[src/rtl/image_loader_if.sv]
`default_nettype none
// ============================================================================
// image_loader_if : UART byte stream in, image-RAM write port and frame status out
// Rev 1.0
// ============================================================================
interface image_loader_if;
    logic [7:0] rx_data;
    logic       rx_valid;
    logic       hold;
    logic [9:0] wr_addr;
    logic [7:0] wr_data;
    logic       wr_en;
    logic       loading;
    logic       frame_done;
    logic       timeout_err;
    logic [9:0] pixel_count;

    // master: the loader, which owns the RAM write port and status flags
    modport master (
        input  rx_data, rx_valid, hold,
        output wr_addr, wr_data, wr_en, loading, frame_done, timeout_err, pixel_count
    );

    // slave: UART receiver, image RAM and inference controller side
    modport slave (
        output rx_data, rx_valid, hold,
        input  wr_addr, wr_data, wr_en, loading, frame_done, timeout_err, pixel_count
    );
endinterface
`default_nettype wire

[src/rtl/image_loader.sv]
`default_nettype none
// ============================================================================
// image_loader : hunts a two-byte sync header, then writes one frame of pixel
//                bytes into the image RAM; aborts on inter-byte timeout.
// Rev 1.0
// ============================================================================
module image_loader #(
    parameter int         NUM_PIXELS     = 784,
    parameter logic [7:0] SYNC0          = 8'hAA,
    parameter logic [7:0] SYNC1          = 8'h55,
    parameter int         TIMEOUT_CYCLES = 1000000
) (
    input  wire            clk,
    input  wire            rst_n,
    image_loader_if.master io_bus
);

    localparam int              c_GAP_W     = (TIMEOUT_CYCLES > 1) ? $clog2(TIMEOUT_CYCLES) : 1;
    localparam logic [c_GAP_W-1:0] c_GAP_LAST = c_GAP_W'(TIMEOUT_CYCLES - 1);
    localparam logic [c_GAP_W-1:0] c_GAP_ONE  = c_GAP_W'(1);
    localparam logic [9:0]      c_LAST_ADDR = 10'(NUM_PIXELS - 1);

    typedef enum logic [1:0] {
        ST_IDLE = 2'd0,
        ST_SYNC = 2'd1,
        ST_LOAD = 2'd2,
        ST_DONE = 2'd3
    } state_t;

    state_t               r_state;
    state_t               w_next_state;
    logic [c_GAP_W-1:0]   r_gap;
    logic [9:0]           r_pixel_count;
    logic [9:0]           r_wr_addr;
    logic [7:0]           r_wr_data;
    logic                 r_wr_en;
    logic                 r_loading;
    logic                 r_frame_done;
    logic                 r_timeout_err;

    logic                 w_byte;
    logic                 w_in_frame;
    logic                 w_gap_expired;
    logic                 w_timeout;
    logic                 w_pixel_wr;
    logic                 w_start_load;

    assign w_byte        = io_bus.rx_valid;
    assign w_in_frame    = (r_state == ST_SYNC) || (r_state == ST_LOAD);
    assign w_gap_expired = (r_gap == c_GAP_LAST);
    // An arriving byte always beats an expiring gap counter.
    assign w_timeout     = w_in_frame && !w_byte && w_gap_expired;
    assign w_pixel_wr    = (r_state == ST_LOAD) && w_byte;
    assign w_start_load  = (r_state == ST_SYNC) && w_byte && (io_bus.rx_data == SYNC1);

    always_ff @(posedge clk or negedge rst_n) begin
        if (!rst_n) begin
            r_state <= ST_IDLE;
        end else begin
            r_state <= w_next_state;
        end
    end

    always_comb begin
        w_next_state = r_state;
        case (r_state)
            ST_IDLE: begin
                if (w_byte && (io_bus.rx_data == SYNC0) && !io_bus.hold) begin
                    w_next_state = ST_SYNC;
                end
            end
            ST_SYNC: begin
                if (w_byte) begin
                    if (io_bus.rx_data == SYNC1) begin
                        w_next_state = ST_LOAD;
                    end else if (io_bus.rx_data == SYNC0) begin
                        w_next_state = ST_SYNC;
                    end else begin
                        w_next_state = ST_IDLE;
                    end
                end else if (w_gap_expired) begin
                    w_next_state = ST_IDLE;
                end
            end
            ST_LOAD: begin
                if (w_byte) begin
                    if (r_pixel_count == c_LAST_ADDR) begin
                        w_next_state = ST_DONE;
                    end
                end else if (w_gap_expired) begin
                    w_next_state = ST_IDLE;
                end
            end
            ST_DONE: begin
                w_next_state = ST_IDLE;
            end
            default: begin
                w_next_state = ST_IDLE;
            end
        endcase
    end

    always_ff @(posedge clk or negedge rst_n) begin
        if (!rst_n) begin
            r_gap         <= '0;
            r_pixel_count <= '0;
            r_wr_addr     <= '0;
            r_wr_data     <= '0;
            r_wr_en       <= 1'b0;
            r_loading     <= 1'b0;
            r_frame_done  <= 1'b0;
            r_timeout_err <= 1'b0;
        end else begin
            r_wr_en <= w_pixel_wr;
            if (w_pixel_wr) begin
                r_wr_addr <= r_pixel_count;
                r_wr_data <= io_bus.rx_data;
            end

            // The count survives DONE and timeout so the last frame's size stays visible.
            if (w_start_load) begin
                r_pixel_count <= '0;
            end else if (w_pixel_wr) begin
                r_pixel_count <= r_pixel_count + 10'd1;
            end

            if (!w_in_frame || w_byte || w_timeout) begin
                r_gap <= '0;
            end else begin
                r_gap <= r_gap + c_GAP_ONE;
            end

            r_loading     <= (w_next_state == ST_SYNC) || (w_next_state == ST_LOAD);
            // DONE coincides with the final wr_en, so the flag lands one cycle later.
            r_frame_done  <= (r_state == ST_DONE);
            r_timeout_err <= w_timeout;
        end
    end

    assign io_bus.wr_addr     = r_wr_addr;
    assign io_bus.wr_data     = r_wr_data;
    assign io_bus.wr_en       = r_wr_en;
    assign io_bus.loading     = r_loading;
    assign io_bus.frame_done  = r_frame_done;
    assign io_bus.timeout_err = r_timeout_err;
    assign io_bus.pixel_count = r_pixel_count;

endmodule
`default_nettype wire
[src/flat_wrapper.sv]
// flat-port wrapper written by rule: the top's interface ports become plain ports
module image_loader_flat 
#(
    parameter int         NUM_PIXELS     = 784,
    parameter logic [7:0] SYNC0          = 8'hAA,
    parameter logic [7:0] SYNC1          = 8'h55,
    parameter int         TIMEOUT_CYCLES = 1000000
)
  (clk, rst_n, io_bus_rx_data, io_bus_rx_valid, io_bus_hold, io_bus_wr_addr, io_bus_wr_data, io_bus_wr_en, io_bus_loading, io_bus_frame_done, io_bus_timeout_err, io_bus_pixel_count);
  image_loader_if io_bus_i ();
  input  wire clk;
  input  wire rst_n;
  input wire logic [$bits(io_bus_i.rx_data)-1:0] io_bus_rx_data;
  input wire logic [$bits(io_bus_i.rx_valid)-1:0] io_bus_rx_valid;
  input wire logic [$bits(io_bus_i.hold)-1:0] io_bus_hold;
  output wire logic [$bits(io_bus_i.wr_addr)-1:0] io_bus_wr_addr;
  output wire logic [$bits(io_bus_i.wr_data)-1:0] io_bus_wr_data;
  output wire logic [$bits(io_bus_i.wr_en)-1:0] io_bus_wr_en;
  output wire logic [$bits(io_bus_i.loading)-1:0] io_bus_loading;
  output wire logic [$bits(io_bus_i.frame_done)-1:0] io_bus_frame_done;
  output wire logic [$bits(io_bus_i.timeout_err)-1:0] io_bus_timeout_err;
  output wire logic [$bits(io_bus_i.pixel_count)-1:0] io_bus_pixel_count;
  assign io_bus_i.rx_data = io_bus_rx_data;
  assign io_bus_i.rx_valid = io_bus_rx_valid;
  assign io_bus_i.hold = io_bus_hold;
  assign io_bus_wr_addr = io_bus_i.wr_addr;
  assign io_bus_wr_data = io_bus_i.wr_data;
  assign io_bus_wr_en = io_bus_i.wr_en;
  assign io_bus_loading = io_bus_i.loading;
  assign io_bus_frame_done = io_bus_i.frame_done;
  assign io_bus_timeout_err = io_bus_i.timeout_err;
  assign io_bus_pixel_count = io_bus_i.pixel_count;
  image_loader #(.NUM_PIXELS(NUM_PIXELS), .SYNC0(SYNC0), .SYNC1(SYNC1), .TIMEOUT_CYCLES(TIMEOUT_CYCLES)) u_core (.clk(clk), .rst_n(rst_n), .io_bus(io_bus_i));
endmodule
[config.mk]
export PLATFORM = sky130hd
export DESIGN_NAME = image_loader_flat
export DESIGN_NICKNAME = d
export VERILOG_FILES = /design/src/rtl/image_loader_if.sv /design/src/rtl/image_loader.sv /design/src/flat_wrapper.sv
export SDC_FILE = /design/constraint.sdc
export NUM_CORES = 1
export LEC_CHECK = 0
export BUFFER_PORTS_ARGS = -buffer_cell sky130_fd_sc_hd__buf_2
export CAP_MARGIN = 0
export CORE_MARGIN = 1.5
export CORE_UTILIZATION = 50
export CTS_CLUSTER_DIAMETER = 50
export CTS_CLUSTER_SIZE = 25
export DETAILED_ROUTE_END_ITERATION = 10
export GPL_TIMING_DRIVEN = 1
export HOLD_SLACK_MARGIN = 0.1
export MAX_ROUTING_LAYER = met4
export PLACE_DENSITY = 0.8
export REMOVE_ABC_BUFFERS = 1
export SYNTH_ARGS = -nofsm -noshare
export SYNTH_HDL_FRONTEND = slang
export SYNTH_SLANG_ARGS = --single-unit
[constraint.sdc]
create_clock -name clk -period 2 [get_ports clk]
set_input_delay 0.1 -clock clk [delete_from_list [all_inputs] [get_ports clk]]
set_output_delay 0.1 -clock clk [all_outputs]
set_load 0.05 [all_outputs]
==> impl_results.md, run 1 <==
* Flop pwr share at 0.529
* Core Area at 4750 µm²
* Die Wd at 73.6 µm
* Rel. slew slack at 0.548
* GPL Wtd Cong at 0.829
* IO Pins at 44
* Setup WS pre-CTS at 0.0378 ns
* Yosys top cell by area: dfrtp_1
* Post-synthesis cell count at approximately 260
* Initial antenna violation count at 0
* Vias per Instance at 5.12
* Fraction of layout cells with a size suffix above 1 at 0.191
* Fmax at 0.521 GHz
* Crit-path cells: or4b_1, nor3_2, nand4_2, o311a_2, xor2_1
* Post-DR wirelength/cell at 13.2 µm
* Core Rows at 25
* Synth top cells by count: nand2_1, dfrtp_1, nor2_1, xnor2_1, xor2_1
* Clock Tree Root: clkbuf_8
* CTS max path bufs at 2
* DP Area at between 2000 and 3000 µm²
* Status: complete, no violations
* Tightest Pin Transition at a little under 0.7 ns
* Final Hold Vio Count at 0
* Clk_skew at 0.0116 ns
* Largest net degree at the start of global routing at 55
* Clk_lat worst skew at approximately 0.31 ns
* Setup bufs post-CTS at 0
* Clock Power Share at 0.334
* Asr flop ratio synth at 1.00
* # clock sinks at 54
* Max stage delay on crit path at 0.53 ns
* Avg Synthesized Cell Area at 9.63 µm²
* TritonCTS clock tree: built
* Crit end category: flop
* Max FO, Critical Path at 3
* EDFF count, synth at 0
* Sequential share of the synthesized area at 0.542
* Final Cell Area at 3030 µm²
* # DRC at 0
* Final #Nets at 337
* Minimum clock period at 1.92 ns
* Grt ovf at 0
* First-pass GRT wire length at 8400 µm
* Comb pwr share at 0.136
* Sw frac at 0.260
* Synth-to-Final Area Change at 21.5%
* Vias in the first global route at 1945
* Synth Cell Area at 2490 µm²
* Peak VDD IR at just under 500 µV
* Worst hold path class: in2reg
* Drt first-iter violations at 116
* Count leader, synth: nand2_1
* Startpoint types: flop
* Leak at 0.00156 µW
* PortBufs at 43
* Worst Path Arrival at around 2.1 ns
* # H-tree levels at 2
* Pins Over Slew Limit at 0
* Total CTS buffers at 5
* Cell at the slowest stage of the critical path: or4b_1
* Height of the die at 73.6 µm
* Vias at 1982
* Total GRT Usage at 0.207
* Detail Route Antenna Nets at 0
* Setup TNS at 0 ns
* Setup violations, final at 0
* Post-synth cell types at 32
* Post-synth top area share at 0.542
* Internal at ~1600 µW
* #FFs+latches synth at 54
* Drt first pass iters at 5
* Total Wirelength at 5100 µm
* Yosys warnings at 0
* Die area at 5420 µm²
* Dpl hpwl at ~3400 µm
* Top_reg_cell synth: dfrtp_1
* Power Density at 713 nW/µm²
* Tcrit/Tclk final at 0.960
* Clk pin slew, worst setup/hold paths at about 0.090 ns
* Fillers at 406
* Fin worst setup slack at 0.0793 ns
* Initial Utilization at 0.525
* CP required at 2.19 ns
* Synth area leaders: dfrtp_1, nand2_1, nor2_1
* Max cap viols at 0
* CP Class: reg2reg
* # diodes at 0
* Sw Pwr at ~560 µW
## repair_timing
action / 4_1_cts / 5_1_grt
endpoints found under the setup margin: 0 / 20
endpoints found under the hold margin: 62 / 0
hold buffers: 9 / 0
resized for setup: 0 / 1
## power by group through the flow
stage | registers, µW | clock network (µW) | logic, µW
final | 1140 | 722 | 294
after global routing | 1150 | 781 | 320
after CTS | 1140 | 744 | 288
after detailed placement | 1170 | 0 | 274
after global placement | 1170 | 0 | 269
after floorplan | 1210 | 0 | 137
## layout by cell type (no fill, tap or decap), types with 5 or more instances in the layout
cell and instances:
xnor2_1 15, clkbuf_8 5, nor2_1 36, buf_4 7
xor2_1 13, ha_1 6, nand2_1 67, dfrtp_1 54
nand3_1 7, nor3_1 6, buf_2 43, dlygate4sd3_1 9
inv_1 9
## metal layers
layer,vias up,track usage,share of wire
li1,970,-,-
met1,951,0.225,0.44
met2,53,0.374,0.51
met3,8,0.0508,0.042
met4,0,0.0556,0.011
met5,-,-,0
## path summary, 6_finish.rpt
| check | from | end | slack, ns | depth (start not counted) |
|---|---|---|---|---|
| hold / removal | io_bus_rx_valid | u_core.r_state[0] | 0.21 | 2 |
| setup / recovery | u_core.r_gap[12] | u_core.io_bus.loading | 0.08 | 5 |
| max in group asynchronous | rst_n | u_core.r_gap[19] | 1.07 | 3 |
| min in group asynchronous | rst_n | u_core.io_bus.wr_data[5] | 0.45 | 3 |
| hold reg to reg | u_core.r_gap[0] | u_core.r_gap[0] | 0.46 | 1 |
| setup reg to reg | u_core.r_gap[12] | u_core.io_bus.loading | 0.08 | 5 |
## metrics by stage
stage	utilization	hold WS [ns]	power (µW)	std cells
floorplan	-	-0.196	1350	253
detailed placement	0.594	0.264	1440	370
global route	0.637	0.196	2250	387
CTS	0.636	0.186	2180	387
global placement	0.594	0.257	1430	370
finish	0.637	0.206	2160	387
## registers in the layout, summed over array words and instances, names as in the netlist
name	cells
u_core.r_gap	20
u_core.io_bus.pixel_count	10
u_core.io_bus.wr_addr	10
u_core.io_bus.wr_data	8
u_core.r_state	2
u_core.io_bus.frame_done	1
u_core.io_bus.loading	1
u_core.io_bus.timeout_err	1
u_core.io_bus.wr_en	1
## worst max-delay path: cells and delay by family, from the launching register on
kind             cells  cell delay (ns)
flip-flops           1             0.41
XOR/XNOR             1             0.17
AND/OR/NAND/NOR      3             0.86
AO/OA/AOI/OAI        1             0.38
## final cells by class
class,instances,area [µm²],share of cell area
flip-flops and latches,54,1350,0.446
multi-input cells,190,1090,0.361
repair buffers,59,358,0.118
well taps,67,83.8,0.0277
clock buffers,6,72.6,0.0239
clock inverters,2,37.5,0.0124
inverters,9,33.8,0.0111
## logic make-up (layout without fill, tap and decap cells)
family / count (synthesis) / after routing / synth area share
DFF: 54 / 54 / 0.542
adders and majority gates: 6 / 6 / 0.0301
AOI/OAI and AO/OA: 13 / 13 / 0.0401
and+or+nand+nor: 143 / 143 / 0.267
xor gates and xnor gates: 28 / 28 / 0.0983
buffers and inverters: 15 / 76 / 0.0231
Note: power is estimated with default switching activity, not from simulation.
==> run 2: changes to the inputs <==
--- a/config.mk
+++ b/config.mk
@@ -16,7 +16,9 @@
 export HOLD_SLACK_MARGIN = 0.1
 export MAX_ROUTING_LAYER = met4
 export PLACE_DENSITY = 0.8
+export RECOVER_POWER = 25
 export REMOVE_ABC_BUFFERS = 1
+export SKIP_CTS_REPAIR_TIMING = 1
 export SYNTH_ARGS = -nofsm -noshare
 export SYNTH_HDL_FRONTEND = slang
 export SYNTH_SLANG_ARGS = --single-unit
==> impl_results.md, run 2 (synthesis gave the netlist of run 1 again) <==
* Final #Nets at 337 (unchanged)
* Synth-to-Final Area Change at 21.3%
* Rel. slew slack at 0.127 (-0.421)
* CP Class: reg2reg
* Fmax at 0.520 GHz (about the same)
* Vias in the first global route at 1874 (-3.7%)
* Clk_skew at 0.0111 ns (-0.000496 ns)
* Fin Hold WS at 0.201 ns (-0.00483 ns)
* Pins Over Slew Limit at 0 (unchanged)
* Tcrit/Tclk final at 0.961 (about the same)
* Height of the die at 73.6 µm (unchanged)
* Final core occ at 0.636 (-0.00105)
* Setup WS pre-CTS at 0.0378 ns (unchanged)
* Worst Path Arrival at 2.11 ns (about the same)
* Core Area at 4750 µm² (unchanged)
* First-pass GRT wire length at 8070 µm (-3.9%)
* Most frequent cells in the layout: nand2_1, dfrtp_1, buf_2
* Total GRT Usage at 0.198 (-0.00870)
* Drt first-iter violations at 115 (-0.86%)
* Power Density at 713 nW/µm² (about the same)
* Largest reg by FF count: u_core.r_gap
* Post-DR wirelength/cell at 13.1 µm (-0.82%)
* Initial antenna violation count at 0 (unchanged)
* FF-to-FF End: u_core.io_bus.loading
* Drt first pass iters at 4 (-1)
* Setup TNS at 0 ns (unchanged)
* Die area at 5420 µm² (unchanged)
* Worst hold path class: in2reg
* Initial Utilization at 0.525 (unchanged)
* Grt ovf at 0 (unchanged)
* Clk pin slew, worst setup/hold paths at 0.09 ns (about the same)
* PortBufs at 43 (unchanged)
* Min-delay src: io_bus_rx_valid
* Fillers at 409 (+0.74%)
* Placed insts at 370 (unchanged)
* Max FO, Critical Path at 3 (unchanged)
* Clock Tree Root: clkbuf_8
* Final Hold Vio Count at 0 (unchanged)
* CTS max path bufs at 2 (unchanged)
* R2r startpoint: u_core.r_gap[12]
* TritonCTS clock tree: built
* Finished Layout Cells at 387 (unchanged)
* Core Rows at 25 (unchanged)
* Status: complete, no violations
* Max cap viols at 0 (unchanged)
* Setup slack, reg-to-reg at 0.08 ns (about the same)
* Most common cell after layout, fill and taps aside: nand2_1
* # DRC at 0 (unchanged)
* Tightest Pin Transition at 1.31 ns (+0.631 ns)
* # clock sinks at 54 (unchanged)
* Total Wirelength at 5060 µm (-0.82%)
* Clk_lat worst skew at 0.31 ns (about the same)
* Hold Path Depth at 2 (unchanged)
* Vias at 1983 (+0.050%)
* Crit end category: flop
* Vias per Instance at 5.12 (about the same)
* GPL Wtd Cong at 0.829 (unchanged)
* Fin worst setup slack at 0.0778 ns (-0.00153 ns)
* Largest net degree at the start of global routing at 55 (unchanged)
* Peak VDD IR at 497 µV (+0.72%)
* CP required at 2.19 ns (about the same)
* Hold path endpoint: u_core.r_state[0]
* Total CTS buffers at 5 (unchanged)
* IO Pins at 44 (unchanged)
* Die Wd at 73.6 µm (unchanged)
* Detail Route Antenna Nets at 0 (unchanged)
* Setup violations, final at 0 (unchanged)
* # diodes at 0 (unchanged)
* Reg2reg path depth at 5 (unchanged)
* Minimum clock period at 1.92 ns (+0.00153 ns)
* Leak at 0.00155 µW (-0.61%)
* Largest register FFs at 20 (unchanged)
* Fraction of layout cells with a size suffix above 1 at 0.184 (-0.00625)
* Startpoint types: flop
* Dpl hpwl at 3430 µm (unchanged)
* # H-tree levels at 2 (unchanged)
## run 2: changes by cell type in the layout (fill, tap and decap cells not counted)
cell      change
buf_2         -2
clkbuf_1      +2
buf_4         -1
clkbuf_2      +1
## run 2: worst max path at each step
stage                      startpoint               endpoint  slack (ns)  cells past startpoint
finish               u_core.r_gap[12]  u_core.io_bus.loading        0.08                      5
global route        u_core.r_state[0]  u_core.io_bus.loading       -0.01                      6
CTS                  u_core.r_gap[12]        u_core.r_gap[6]        0.03                      6
detailed placement   u_core.r_gap[12]       u_core.r_gap[18]        0.04                      6
global placement     u_core.r_gap[12]       u_core.r_gap[17]        0.11                      6
floorplan           u_core.r_state[0]  u_core.io_bus.loading       -0.18                      8
## run 2: through the flow
| step | cell area [µm²] | total power, µW |
|---|---|---|
| global route | 3030 | 2250 |
| CTS | 2930 | 2160 |
| detailed placement | 2820 | 1440 |
| floorplan | 2470 | 1350 |
| finish | 3030 | 2160 |
| global placement | 2820 | 1430 |
## run 2: critical path, stage by stage, from the launching register on
cell     delay [ns]
dfrtp_1        0.41
or4b_1         0.53
nor3_2         0.18
nand4_2        0.15
o311a_2        0.38
xor2_1         0.17
## run 2: area by class of cell
type	instances	area, µm²	area share
Clock buffer	6	72.6	0.0240
Clock inverter	2	37.5	0.0124
Sequential cell	54	1350	0.447
Timing Repair Buffer	59	353	0.117
Inverter	9	33.8	0.0112
Tap cell	67	83.8	0.0277
Multi-Input combinational cell	190	1090	0.361
## run 2: report_power, final
part	internal (µW)	switching [µW]
logic	104	187
clock network	374	348
registers	1120	23.3
total	1600	559
## run 2: per-layer routing
metal | part of all wire | GRT usage | up-vias | wire length, µm
met4 | 0.0087 | 0.0535 | 0 | 44
met1 | 0.44 | 0.223 | 960 | 2240
met5 | 0 | - | - | 0
met2 | 0.51 | 0.351 | 45 | 2600
met3 | 0.035 | 0.0466 | 6 | 177
li1 | - | - | 972 | -
==> run 3: changes to the inputs <==
--- a/config.mk
+++ b/config.mk
@@ -14,9 +14,8 @@
 export DETAILED_ROUTE_END_ITERATION = 10
 export GPL_TIMING_DRIVEN = 1
 export HOLD_SLACK_MARGIN = 0.1
-export MAX_ROUTING_LAYER = met4
 export PLACE_DENSITY = 0.8
-export RECOVER_POWER = 25
+export RECOVER_POWER = 100
 export REMOVE_ABC_BUFFERS = 1
 export SKIP_CTS_REPAIR_TIMING = 1
 export SYNTH_ARGS = -nofsm -noshare
==> impl_results.md, run 3 (synthesis gave the netlist of run 1 again) <==
* Status: complete, no violations
* CTS max path bufs at 2 (unchanged)
* PortBufs at 43 (unchanged)
* Minimum clock period at 1.93 ns (+0.00955 ns)
* Drt first pass iters at 4 (unchanged)
* First-pass GRT wire length at 8050 µm (-0.17%)
* Clk_lat worst skew at 0.31 ns (about the same)
* Total GRT Usage at 0.192 (-0.00601)
* GPL Wtd Cong at 0.817 (-1.5%)
* Vias at 1976 (-0.35%)
* Height of the die at 73.6 µm (unchanged)
* Dpl hpwl at 3430 µm (unchanged)
* Worst Path Arrival at 2.12 ns (about the same)
* Drt first-iter violations at 108 (-6.1%)
* Initial antenna violation count at 0 (unchanged)
* Clk pin slew, worst setup/hold paths at 0.09 ns (about the same)
* Largest register FFs at 20 (unchanged)
* Post-DR wirelength/cell at 13.2 µm (+1.3%)
* Clk_skew at 0.0172 ns (+0.00612 ns)
* Multi-input logic area at 1090 µm² (-0.57%)
* Die area at 5420 µm² (unchanged)
* Most common cell after layout, fill and taps aside: nand2_1
* Grt ovf at 0 (unchanged)
* Largest reg by FF count: u_core.r_gap
* Die Wd at 73.6 µm (unchanged)
* Seq. cell area at 1350 µm² (unchanged)
* Vias in the first global route at 1876 (+0.11%)
* Most frequent cells in the layout: nand2_1, dfrtp_1, nor2_1
* Core Rows at 25 (unchanged)
* Tightest Pin Transition at 1.29 ns (-0.0199 ns)
* Final #Nets at 337 (unchanged)
* Clock Tree Root: clkbuf_8
* Vias per Instance at 5.11 (-0.35%)
* Setup violations, final at 0 (unchanged)
* Clock Power Share at 0.337 (+0.002)
* Detail Route Antenna Nets at 0 (unchanged)
* TritonCTS clock tree: built
* IO Pins at 44 (unchanged)
* Peak VDD IR at 494 µV (-0.48%)
* Sw frac at 0.262 (+0.00287)
* Fraction of layout cells with a size suffix above 1 at 0.0844 (-0.100)
* Largest net degree at the start of global routing at 55 (unchanged)
* Internal at 1590 µW (-0.24%)
* Tcrit/Tclk final at 0.966 (+0.00478)
* Max cap viols at 0 (unchanged)
* Flop pwr share at 0.529 (about the same)
* Startpoint types: flop
* Final Hold Vio Count at 0 (unchanged)
* Core Area at 4750 µm² (unchanged)
* # DRC at 0 (unchanged)
* Final core occ at 0.625 (-0.0111)
* # H-tree levels at 2 (unchanged)
* Setup WS pre-CTS at 0.0378 ns (unchanged)
* Fmax at 0.518 GHz (-0.49%)
* Worst hold path class: in2reg
* Sw Pwr at 566 µW (+1.3%)
* Max FO, Critical Path at 3 (unchanged)
* Fin worst setup slack at 0.0683 ns (-0.00955 ns)
* # clock sinks at 54 (unchanged)
* CP required at 2.19 ns (about the same)
* Rel. slew slack at 0.140 (+0.0133)
* CP Class: reg2reg
* Comb pwr share at 0.134 (about the same)
* Pins Over Slew Limit at 0 (unchanged)
* Leak at 0.00141 µW (-8.8%)
* Fillers at 430 (+5.1%)
* Power Density at 727 nW/µm² (+1.9%)
* Initial Utilization at 0.525 (unchanged)
* Total CTS buffers at 5 (unchanged)
* # diodes at 0 (unchanged)
* Fin Hold WS at 0.201 ns (+0.000701 ns)
* Crit end category: flop
* Total Wirelength at 5130 µm (+1.3%)
* Synth-to-Final Area Change at 19.2%
## run 3: cell types whose count changed in the layout (fill, tap and decap cells not counted), sizes merged
cell,previous run,this run
buf,47,14
clkbuf,9,42
## run 3: per-stage QoR
step / total power (µW) / cells / cell area, µm² / TNS, ns
after floorplan: 1350 / 253 / 2470 / -0.225
after global placement: 1430 / 370 / 2820 / 0
after detailed placement: 1440 / 370 / 2820 / 0
after CTS: 2160 / 378 / 2930 / 0
after global routing: 2250 / 387 / 2970 / -0.0125
final: 2160 / 387 / 2970 / 0
## run 3: cell type report
type / instances / area share
flip-flops and latches: 54 / 0.455
inverters: 9 / 0.0114
clock inverters: 2 / 0.0126
repair buffers: 59 / 0.103
multi-input cells: 190 / 0.366
well taps: 67 / 0.0282
clock buffers: 6 / 0.0244
## run 3: path summary, 6_finish.rpt
path                             startpoint                       end  slack, ns  cells after the start
hold reg to reg             u_core.r_gap[0]           u_core.r_gap[0]       0.46                      1
min in group asynchronous             rst_n  u_core.io_bus.wr_data[5]       0.69                      3
max in group asynchronous             rst_n          u_core.r_gap[15]       0.51                      3
setup / recovery           u_core.r_gap[12]     u_core.io_bus.loading       0.07                      5
setup reg to reg           u_core.r_gap[12]     u_core.io_bus.loading       0.07                      5
hold / removal              io_bus_rx_valid         u_core.r_state[0]       0.20                      2
## run 3: critical path, cell delays in order (launching register included)
cell	delay, ns
dfrtp_1	0.41
or4b_1	0.53
nor3_2	0.16
nand4_1	0.17
o311a_2	0.39
xor2_1	0.17
## run 3: power groups by stage
stage	logic, µW	registers, µW	clock network, µW
after floorplan	137	1210	0
after global placement	269	1170	0
after detailed placement	274	1170	0
after CTS	275	1140	744
after global routing	315	1150	784
final	288	1140	728
## run 3: metal layers
metal  track usage  vias up  routed length (µm)
met5             0        -                   0
met4        0.0535        0                  44
met3        0.0466        6                 202
met2         0.351       45                2570
met1         0.222      953                2310
li1              -      972                   -
